File: config.mk
export PLATFORM = sky130hd
export DESIGN_NAME = cordic_seq_ctrl
export DESIGN_NICKNAME = d
export VERILOG_FILES = /design/src/rtl/cordic_seq_ctrl.sv
export SDC_FILE = /design/constraint.sdc
export NUM_CORES = 1
export LEC_CHECK = 0
export ABC_AREA = 1
export CORE_MARGIN = 3
export CORE_UTILIZATION = 30
export DETAILED_ROUTE_END_ITERATION = 10
export PLACE_DENSITY = 0.65
export SLEW_MARGIN = 20
export SYNTH_ARGS = -nofsm -noshare
export SYNTH_HDL_FRONTEND = slang
export SYNTH_SLANG_ARGS = --single-unit
File: constraint.sdc
create_clock -name clk -period 4.48 [get_ports clk]
set_clock_uncertainty 0.15 [all_clocks]
set_input_delay 0.448 -clock clk [delete_from_list [all_inputs] [get_ports clk]]
set_output_delay 0.448 -clock clk [all_outputs]
set_load 0.01 [all_outputs]
File: src/rtl/cordic_seq_ctrl.sv
// -----------------------------------------------------------------------------
// cordic_seq_ctrl
//
// Sequencer for an iterative CORDIC datapath.  Accepts a target angle with a
// valid/ready handshake, issues one LOAD cycle so the x/y/angle registers take
// their initial values, then steps the datapath through N_ITER iterations by
// enabling the registers and presenting the iteration index.  The final
// result is announced with a valid/ready handshake; the registers are frozen
// (reg_en low) while the result is pending.
//
// Optional feature (compile-time macro):
//   CORDIC_SEQ_CTRL_EARLY_EXIT_EN - when defined, a zero residual angle in an
//   iteration cycle ends the operation early (that cycle does not update the
//   registers and is not counted).  When undefined, res_angle is ignored and
//   every operation runs exactly N_ITER iterations.
//
// Parameters:
//   W       angle datapath width
//   N_ITER  iterations per operation, 1..16
//
// Ports:
//   clk               clock, rising edge
//   rst_n             asynchronous active-low reset
//   start_valid       request to begin an operation
//   start_ready       controller is idle and can accept a start
//   target_angle      requested angle, captured on the start handshake
//   abort             synchronous cancel of the operation in progress
//   res_angle         residual angle from the pipeline angle register
//   reg_en            enable for the x/y/angle pipeline registers
//   load              registers take initial values instead of iteration data
//   iter_idx          current iteration index (register select)
//   target_angle_out  captured target angle, stable for the whole operation
//   done_valid        register contents are the final result
//   done_ready        consumer has taken the result
//   iters_done        iterations actually performed, valid with done_valid
//   busy              any state other than IDLE
// -----------------------------------------------------------------------------
module cordic_seq_ctrl #(
  parameter int W      = 24,
  parameter int N_ITER = 16
) (
  input  logic         clk,
  input  logic         rst_n,
  input  logic         start_valid,
  output logic         start_ready,
  input  logic [W-1:0] target_angle,
  input  logic         abort,
  input  logic [W-1:0] res_angle,
  output logic         reg_en,
  output logic         load,
  output logic [3:0]   iter_idx,
  output logic [W-1:0] target_angle_out,
  output logic         done_valid,
  input  logic         done_ready,
  output logic [4:0]   iters_done,
  output logic         busy
);

  if (N_ITER < 1 || N_ITER > 16) begin : g_bad_n_iter
    $error("cordic_seq_ctrl: N_ITER must be in 1..16");
  end

  localparam logic [3:0] LAST_IDX = 4'(N_ITER - 1);

  typedef enum logic [1:0] {
    S_IDLE,
    S_LOAD,
    S_ITER,
    S_DONE
  } state_t;

  state_t         state_q, state_d;
  logic [3:0]     iter_q, iter_d;
  logic [4:0]     iters_q, iters_d;
  logic [W-1:0]   tgt_q, tgt_d;
  logic           reg_en_c;
  logic           load_c;
  logic           early_exit;

  // ---------------------------------------------------------------------------
  // Early-exit detection
  // ---------------------------------------------------------------------------
`ifdef CORDIC_SEQ_CTRL_EARLY_EXIT_EN
  assign early_exit = (res_angle == '0);
`else
  // Port kept for a uniform interface; the residual is deliberately unused.
  logic unused_res_angle;
  assign unused_res_angle = ^res_angle;
  assign early_exit       = 1'b0;
`endif

  // ---------------------------------------------------------------------------
  // State and data registers
  // ---------------------------------------------------------------------------
  always_ff @(posedge clk or negedge rst_n) begin
    if (!rst_n) begin
      state_q <= S_IDLE;
      iter_q  <= '0;
      iters_q <= '0;
      tgt_q   <= '0;
    end else begin
      state_q <= state_d;
      iter_q  <= iter_d;
      iters_q <= iters_d;
      tgt_q   <= tgt_d;
    end
  end

  // ---------------------------------------------------------------------------
  // Next-state and output decode
  // ---------------------------------------------------------------------------
  always_comb begin
    state_d  = state_q;
    iter_d   = iter_q;
    iters_d  = iters_q;
    tgt_d    = tgt_q;
    reg_en_c = 1'b0;
    load_c   = 1'b0;

    unique case (state_q)
      S_IDLE: begin
        // abort is meaningless here and must not block a start.
        if (start_valid) begin
          tgt_d   = target_angle;
          iter_d  = '0;
          iters_d = '0;
          state_d = S_LOAD;
        end
      end

      S_LOAD: begin
        if (abort) begin
          state_d = S_IDLE;
        end else begin
          reg_en_c = 1'b1;
          load_c   = 1'b1;
          state_d  = S_ITER;
        end
      end

      S_ITER: begin
        if (abort) begin
          state_d = S_IDLE;
        end else if (early_exit) begin
          // Residual already zero: freeze registers, this cycle not counted.
          state_d = S_DONE;
        end else begin
          reg_en_c = 1'b1;
          iters_d  = iters_q + 5'd1;
          // The index stops at the last value instead of wrapping; it is held
          // through DONE so the consumer sees the final select.
          if (iter_q == LAST_IDX) begin
            state_d = S_DONE;
          end else begin
            iter_d = iter_q + 4'd1;
          end
        end
      end

      S_DONE: begin
        if (abort || done_ready) begin
          state_d = S_IDLE;
        end
      end

      default: begin
        state_d = S_IDLE;
      end
    endcase
  end

  assign reg_en           = reg_en_c;
  assign load             = load_c;
  assign iter_idx         = iter_q;
  assign iters_done       = iters_q;
  assign target_angle_out = tgt_q;
  assign done_valid       = (state_q == S_DONE);
  assign start_ready      = (state_q == S_IDLE);
  assign busy             = (state_q != S_IDLE);

  // ---------------------------------------------------------------------------
  // Structural invariants
  // ---------------------------------------------------------------------------
  a_load_en : assert property (@(posedge clk) disable iff (!rst_n)
    load |-> reg_en);
  a_done_frozen : assert property (@(posedge clk) disable iff (!rst_n)
    done_valid |-> !reg_en);
  a_idx_range : assert property (@(posedge clk) disable iff (!rst_n)
    iter_idx <= LAST_IDX);
  a_ready_idle : assert property (@(posedge clk) disable iff (!rst_n)
    start_ready == !busy);

endmodule
* After elaboration in Yosys (flattened, before gate mapping) *
Cells that the tools add are included.

storage, ports and cells
  input port bits = 53
  ROM bits = 0
  latch bits = 0
  register bits after elaboration = 35
  memories = 0
  RAM bits = 0

operators by class
  order comparisons = 0
  bitwise logic cells = 0
  div/mod/pow operators = 0
  muxes and demuxes = 16
  shift-type cells = 0
  $mul = 0
  eq/ne operators = 9
  reduce and logical (&&, ||, !) cells = 9
  add/subtract/negate cells = 2

operators with widths
  cell                   number
  $mux W4                3
  $mux W2                5
  $mux W5                2
  $pmux W5 S2            1
  $pmux W2 S4            1
  $pmux W4 S2            1
  $ne A2 B2 Y1 const B   3
  $reduce_and A3 Y1      2
  $add A5 B1 Y5 const B  1
  $add A4 B1 Y4 const B  1
  $eq A2 B2 Y1 const B   2
  $eq A4 B4 Y1 const B   1
  $reduce_and A4 Y1      1
  $reduce_bool A2 Y1     2
  $mux W1                3
  $ne A3 B3 Y1 const B   1
  $eq A2 B1 Y1 const B   1
  $logic_not A2 Y1       1
  $ne A2 B1 Y1 const B   1
  $reduce_and A2 Y1      1
  $reduce_or A2 Y1       1
  $logic_or A1 B1 Y1     1

* Depth between registers and ports, before layout *
  depth in word-level cells = 4
  depth in mapped cells = 9

* Least setup slack after synthesis *
No wires, ideal clock.

  path type = flip-flop to flip-flop
  from = register state_q[0]
  to = register tgt_q[10], in the netlist target_angle_out[10]
  buffers on the path = 1
  stages on the path, launching flop included = 6
  arrival time = 1329 ps
  slack = 2876 ps
  setup time = 125 ps
  path through = dfrtp_1 inv_1 ha_1 nand2_2 buf_6 mux2_2

between the ends
  cells in the longest elaborated chain, start to end = 2

ends and longest elaborated chain
  element                      RTL line  RTL
  start, declared              72        state_t state_q, state_d;
  start signal, assigned       102       state_q <= state_d;
  $logic_not A2 Y1             --
  net start_ready              45        output logic start_ready,
  $reduce_and A2 Y1 (no line)  --
  end signal, assigned         105       tgt_q <= tgt_d;
  end, declared                75        logic [W-1:0] tgt_q, tgt_d;

The timed path passes the listed nets, and every way through them passes these cells.
A chain may end at the register's enable or synchronous reset.

* Worst setup path after layout *
  from = input port abort
  to = output port load

between the ends
  cells in the longest elaborated chain, start to end = 2

ends and longest elaborated chain
  element          RTL line  RTL
  start, declared  47        input logic abort,
  $mux W1          --
  $mux W1          120       unique case (state_q)
  end, declared    50        output logic load,

No other way between the ends.

==> flow_summary.toml <==
[run_status]
status = "finished, final reports clean"

[yosys]
synth_edf_count = 0
syn-cell-area_mm2 = 0.00164
synthTopCellsByCount = "35 x dfrtp_1, 32 x nand2_1, 24 x mux2_2, 12 x inv_1, 10 x nand3_1"
syn_area_per_cell_um2 = 10.9
yosysTopAreaCellShare_pct = 53.5
ys_seq_elements = 35
async_reset_ff_share_pct = 100
ys_seq_area_share_pct = 53.5
synthCells = 150
synthTopCellsByArea = "dfrtp_1 53%, mux2_2 17%, nand2_1 7.3%, ha_1 5.3%, nand3_1 3.1%"
synth_area_leader_cell = "dfrtp_1"
syn_nets = 210
post-synth-top-count-cell = "dfrtp_1"
ys_types = 20
synth_warnings = 0
ys.flop_type = "dfrtp_1"

[grt]
grt.overflow.total = 0
grt_first_pass_wirelength_um = 5750
grt_pass1_vias = 1190
grt_max_degree = 36
antenna_found_initial = 0
grt_usage_pct = 11.6

[pwr]
cellLeakagePower_nw = 1.11
max-vdd-ir-drop_uv = 214
p_per_area_mw_per_mm2 = 608

[routing]
drc = 0
detail_route.vias_per_cell = 4.34
wirelength_um = 3540
num_vias = 1267
dr.first_iter.drc_count = 47
dr.pass1.iters = 4
ant_nets = 0
avgRoutedWirePerCell_um = 12.1

[placement]
port_buffers = 66
dp_hpwl_um = 2590
gp_congestion = 0.800
pre_cts_ws_ps = 2140

[timing]
min_period_ps = 2340
period_share_pct = 52.3
relSlewSlack_pct = 47.8
finalHoldViolCount = 0
setup_viol = 0
rsz0062_at_grt = "no"
finalSetupTns_ps = 0
worstMarginPinSlew_ps = 783
setup_ws_ps = 2140
drv_slew = 0
timing.fmax_mhz = 427

[clock_tree]
clock_latency_ps = 280
clk_pin_slew_worst_paths_ps = 60
post_cts_buffers = 0
cts.repair.resized = 0
cts_root_buf = "clkbuf_8"
htree_levels = 2
clk_path_buf_depth = 2
cts_sinks = 35
postCtsHoldBufs = 0
numCtsBuffers = 5
cts_tree = "built"

[worst_hold_path]
min_path_type = "in -> async"

[die]
pin_count = 91
core_area_mm2 = 0.00520
die_w_um = 79.9
dieHeight_um = 79.9
die_area_mm2 = 0.00638
rows = 26
start_util_pct = 31.5

[cells_and_area]
seq_area_um2 = 876
diodes = 0
syn_to_final_growth_pct = 50.1
multi_input_area_um2 = 687
drive_gt1_share_pct = 18.5
nets = 281
fill_cells = 482

[setup_path]
startpoint_type = "input port"
crit_cells = 3
cp-end-kind = "primary output"
path_cells = "clkdlybuf4s50_1 -> nor2_1 -> clkdlybuf4s50_1"
r2r-end = "target_angle_out[8]"
ff2ff_path_depth = 4
critPathKind = "in -> out"
worst-path-buf-inv = 2
cp_common_cell = "clkdlybuf4s50_1"
cp_max_fo = 5
worstPathRequired_ps = 3880
ff2ff_setup_slack_ps = 2570
crit_family = "buffers and inverters"
worstSetupStartpoint = "abort"
crit_path_max_incr_delay_ps = 570
arrival_ps = 1750
cpMaxStageDelayCell = "clkdlybuf4s50_1"
r2r-start = "state_q[0]"

[job]
cap_violations = 0
-- worst max path at each step --
stage / to / slack [ps]
after floorplan: target_angle_out[10] / 2880
after global placement: load / 2110
after detailed placement: load / 2140
after CTS: load / 2130
after global routing: load / 2010
final: load / 2140
-- logic make-up after synthesis --
| group | Yosys count | share of synthesized area [%] |
|---|---|---|
| AOI/OAI and AO/OA | 6 | 2.22 |
| xor gates and xnor gates | 1 | 0.535 |
| adders and majority gates | 7 | 5.35 |
| buffers and inverters | 16 | 4.58 |
| DFF | 35 | 53.5 |
| and+or+nand+nor | 61 | 17.3 |
| muxes | 24 | 16.5 |
-- final cells by class --
class | count | area share (%)
timing repair buffer | 66 | 26.7
inverter | 14 | 2.14
clock buffer | 8 | 4.07
tap | 70 | 3.56
multi-input combinational | 99 | 27.9
sequential | 35 | 35.6
-- registers in the layout, indices dropped and copies added, names as in the netlist --
name,cells
state_q,2
target_angle_out,24
iters_done,5
iter_idx,4
-- per-stage QoR --
step | instance area, µm² | total power [W] | util (%) | instances | hold WS, ps
2_1_floorplan | 1640 | 0.000897 | - | 150 | 2.41
3_3_place_gp | 2360 | 0.00125 | 45.3 | 284 | 335
3_5_place_dp | 2360 | 0.00126 | 45.3 | 284 | 341
4_1_cts | 2460 | 0.00152 | 47.2 | 292 | 127
5_1_grt | 2460 | 0.00160 | 47.2 | 292 | 156
6_report | 2460 | 0.00149 | 47.2 | 292 | 97.7
-- report_power, final --
| part | leakage [nW] | switching [W] | internal (W) | total, W |
|---|---|---|---|---|
| clock network | 0.0515 | 0.000107 | 0.000140 | 0.000247 |
| registers | 0.431 | 0.0000752 | 0.000446 | 0.000521 |
| logic | 0.627 | 0.000308 | 0.000418 | 0.000726 |
| total | 1.11 | 0.000490 | 0.00100 | 0.00149 |
-- metal layers --
layer | vias up | share of wire, % | GRT usage, %
li1 | 634 | - | -
met1 | 587 | 45 | 15.6
met2 | 41 | 46 | 16.6
met3 | 5 | 8.4 | 4.74
met4 | 0 | 1.3 | 4.05
met5 | - | 0 | 0
-- cells in the final DEF (no fill, tap or decap) --
cell type | netlist | routed
nand3_1 | 10 | 10
nand2_1 | 32 | 32
a21oi_2 | 1 | 1
a21oi_1 | 1 | 1
nor3_1 | 1 | 1
buf_2 | 0 | 1
ha_1 | 7 | 7
o21ai_0 | 3 | 3
clkdlybuf4s50_1 | 0 | 65
nor2_1 | 9 | 9
clkbuf_8 | 0 | 7
nor2_4 | 2 | 2
nand2_4 | 1 | 1
nand2_2 | 2 | 2
inv_1 | 12 | 12
clkbuf_1 | 0 | 1
o21bai_1 | 1 | 1
mux2_2 | 24 | 24
nand3_2 | 1 | 1
inv_2 | 2 | 2
xor2_1 | 1 | 1
dfrtp_1 | 35 | 35
nand4_1 | 3 | 3
Power figures use the tool's default switching activity.
==> edit, RTL diff (same settings) <==
Add an input register stage for `target_angle`; this delays it by one clock. The other inputs are not delayed to match.
--- a/src/rtl/cordic_seq_ctrl.sv
+++ b/src/rtl/cordic_seq_ctrl.sv
@@ -57,2 +57,8 @@
 );
+
+  logic [W-1:0] target_angle_q;
+
+  always_ff @(posedge clk) begin
+    target_angle_q <= target_angle;
+  end
 
@@ -123,3 +129,3 @@
         if (start_valid) begin
-          tgt_d   = target_angle;
+          tgt_d   = target_angle_q;
           iter_d  = '0;
Check against the original RTL: not equivalent (a bounded check fails within 4 cycles, from zero or initial values and one cycle with rst_n low).
==> edit against the unedited design <==
Design area is 28% higher. First-iteration DRC count is 47% lower. Synthesized cell count is 18% higher. Worst setup slack better by 0.013 ns. Via count is 15% higher. Area after synthesis is 36% higher. Largest power group unchanged. Power is 37% higher. Routed wire length is 19% higher. Combinational power is 14% higher. Sequential cell count is 24 higher. Fmax is 0.57% higher.
==> edit: results <==
metrics = {
    "outcome": {
        "run_status": "finished, final reports clean",
    },
    "yosys": {
        "synth.lib_cells_used.distinct": 21,
        "netlist_top_cells_count": "35 x dfrtp_1, 33 x nand2_1, 24 x dfxtp_1",
        "share_of_synthesized_registers_carrying_an_async_set_or_reset": 0.593,
        "synth_net_count": 237,
        "netlist_top_cells_area": "dfrtp_1 39%, dfxtp_1 22%, mux2_4 14%, nand2_1 5.6%, ha_1 3.9%",
        "seq_area_frac_synth": 0.610,
    },
    "grt": {
        "grt_usage": 0.107,
        "first_pass_grt_wire_length_mm": 6.95,
        "via_count_of_the_first_global_routing_pass": 1424,
        "antenna_found_initial": 0,
    },
    "critical_path": {
        "number_of_cells_traversed_by_the_worst_register_to_register_path": 8,
        "worstReg2RegEnd": "iters_done[3]",
        "worstPathArrival_ns": 1.73,
        "reg2reg_setup_slack_ns": 2.58,
        "largest_fanout_of_any_net_on_the_critical_path": 6,
    },
    "power_and_ir_drop": {
        "seq_power_share": 0.376,
        "pwr-share-clk": 0.218,
        "power.switching_fraction": 0.305,
        "peakVddDrop_v": 0.000284,
        "static-leakage-power_nw": 1.44,
    },
    "route": {
        "drt-wirelength-per-cell_um": 12.0,
        "wl_met1_mm": 1.89,
        "drt_iter0_drc": 25,
        "length_of_routed_met2_wiring_mm": 2.05,
        "detailroute.wirelength.met3_um": 216,
        "routed_via_density": 4.13,
    },
    "clock_network": {
        "cts_made_buffers": 9,
        "cts_max_level": 3,
        "insertion_delay_ns": 0.32,
    },
    "layout": {
        "n_fill_cell": 684,
        "proportion_of_layout_cells_with_a_drive_suffix_above_1": 0.191,
        "nNetsFinal": 311,
        "area_growth_syn_to_layout_pct": 41.3,
    },
    "placement": {
        "gp_congestion": 0.716,
        "dp_hpwl_mm": 2.98,
        "worst_case_setup_slack_after_placement_ns": 2.13,
    },
    "sta": {
        "postLayoutSetupSlackWorst_ns": 2.15,
        "max_slew.worst_pin.slew_ns": 0.803,
    },
}
## edit: cell types whose count changed in the layout (fill, tap and decap cells not counted), moves of 2 or more
cell      change
mux2_4       +20
clkbuf_8      +3
nor2_2        +2
o21ai_1       +4
a21oi_1       +2
o21ai_0       -3
nand3_1       -2
dfxtp_1      +24
mux2_2       -20
clkinv_2      +3
## edit: metrics by stage
step | hold slack, ns | utilization | instance area, µm² | std cells | power (mW)
4_1_cts | 0.0918 | 0.450 | 3140 | 352 | 2.08
5_1_grt | 0.136 | 0.450 | 3140 | 352 | 2.18
2_1_floorplan | 0.00241 | - | 2220 | 177 | 1.25
3_5_place_dp | 0.297 | 0.423 | 2950 | 336 | 1.62
3_3_place_gp | 0.292 | 0.423 | 2950 | 336 | 1.60
6_report | 0.0657 | 0.450 | 3140 | 352 | 2.04
## edit: logic make-up after synthesis
family | after synthesis | synth area share
adders and majority gates | 7 | 0.0394
DFF | 59 | 0.610
and+or+nand+nor | 64 | 0.136
AOI/OAI and AO/OA | 7 | 0.0158
muxes | 24 | 0.155
buffers and inverters | 16 | 0.0433
## edit: layout make-up
type / instances / area, µm² / area share
well taps: 96 / 120 / 0.0382
repair buffers: 66 / 656 / 0.209
clock inverters: 4 / 23.8 / 0.00757
flip-flops and latches: 59 / 1360 / 0.432
inverters: 13 / 48.8 / 0.0155
clock buffers: 12 / 166 / 0.0530
multi-input cells: 102 / 771 / 0.245
## edit: per-layer routing
| layer | vias up | GRT usage |
|---|---|---|
| li1 | 723 | - |
| met1 | 683 | 0.135 |
| met2 | 40 | 0.164 |
| met3 | 8 | 0.0320 |
| met4 | 0 | 0.0557 |
| met5 | - | 0 |
## edit: worst max-delay path, cell delays in order
cell	delay, ns
clkdlybuf4s50_1	0.55
nor2_1	0.17
clkdlybuf4s50_1	0.56
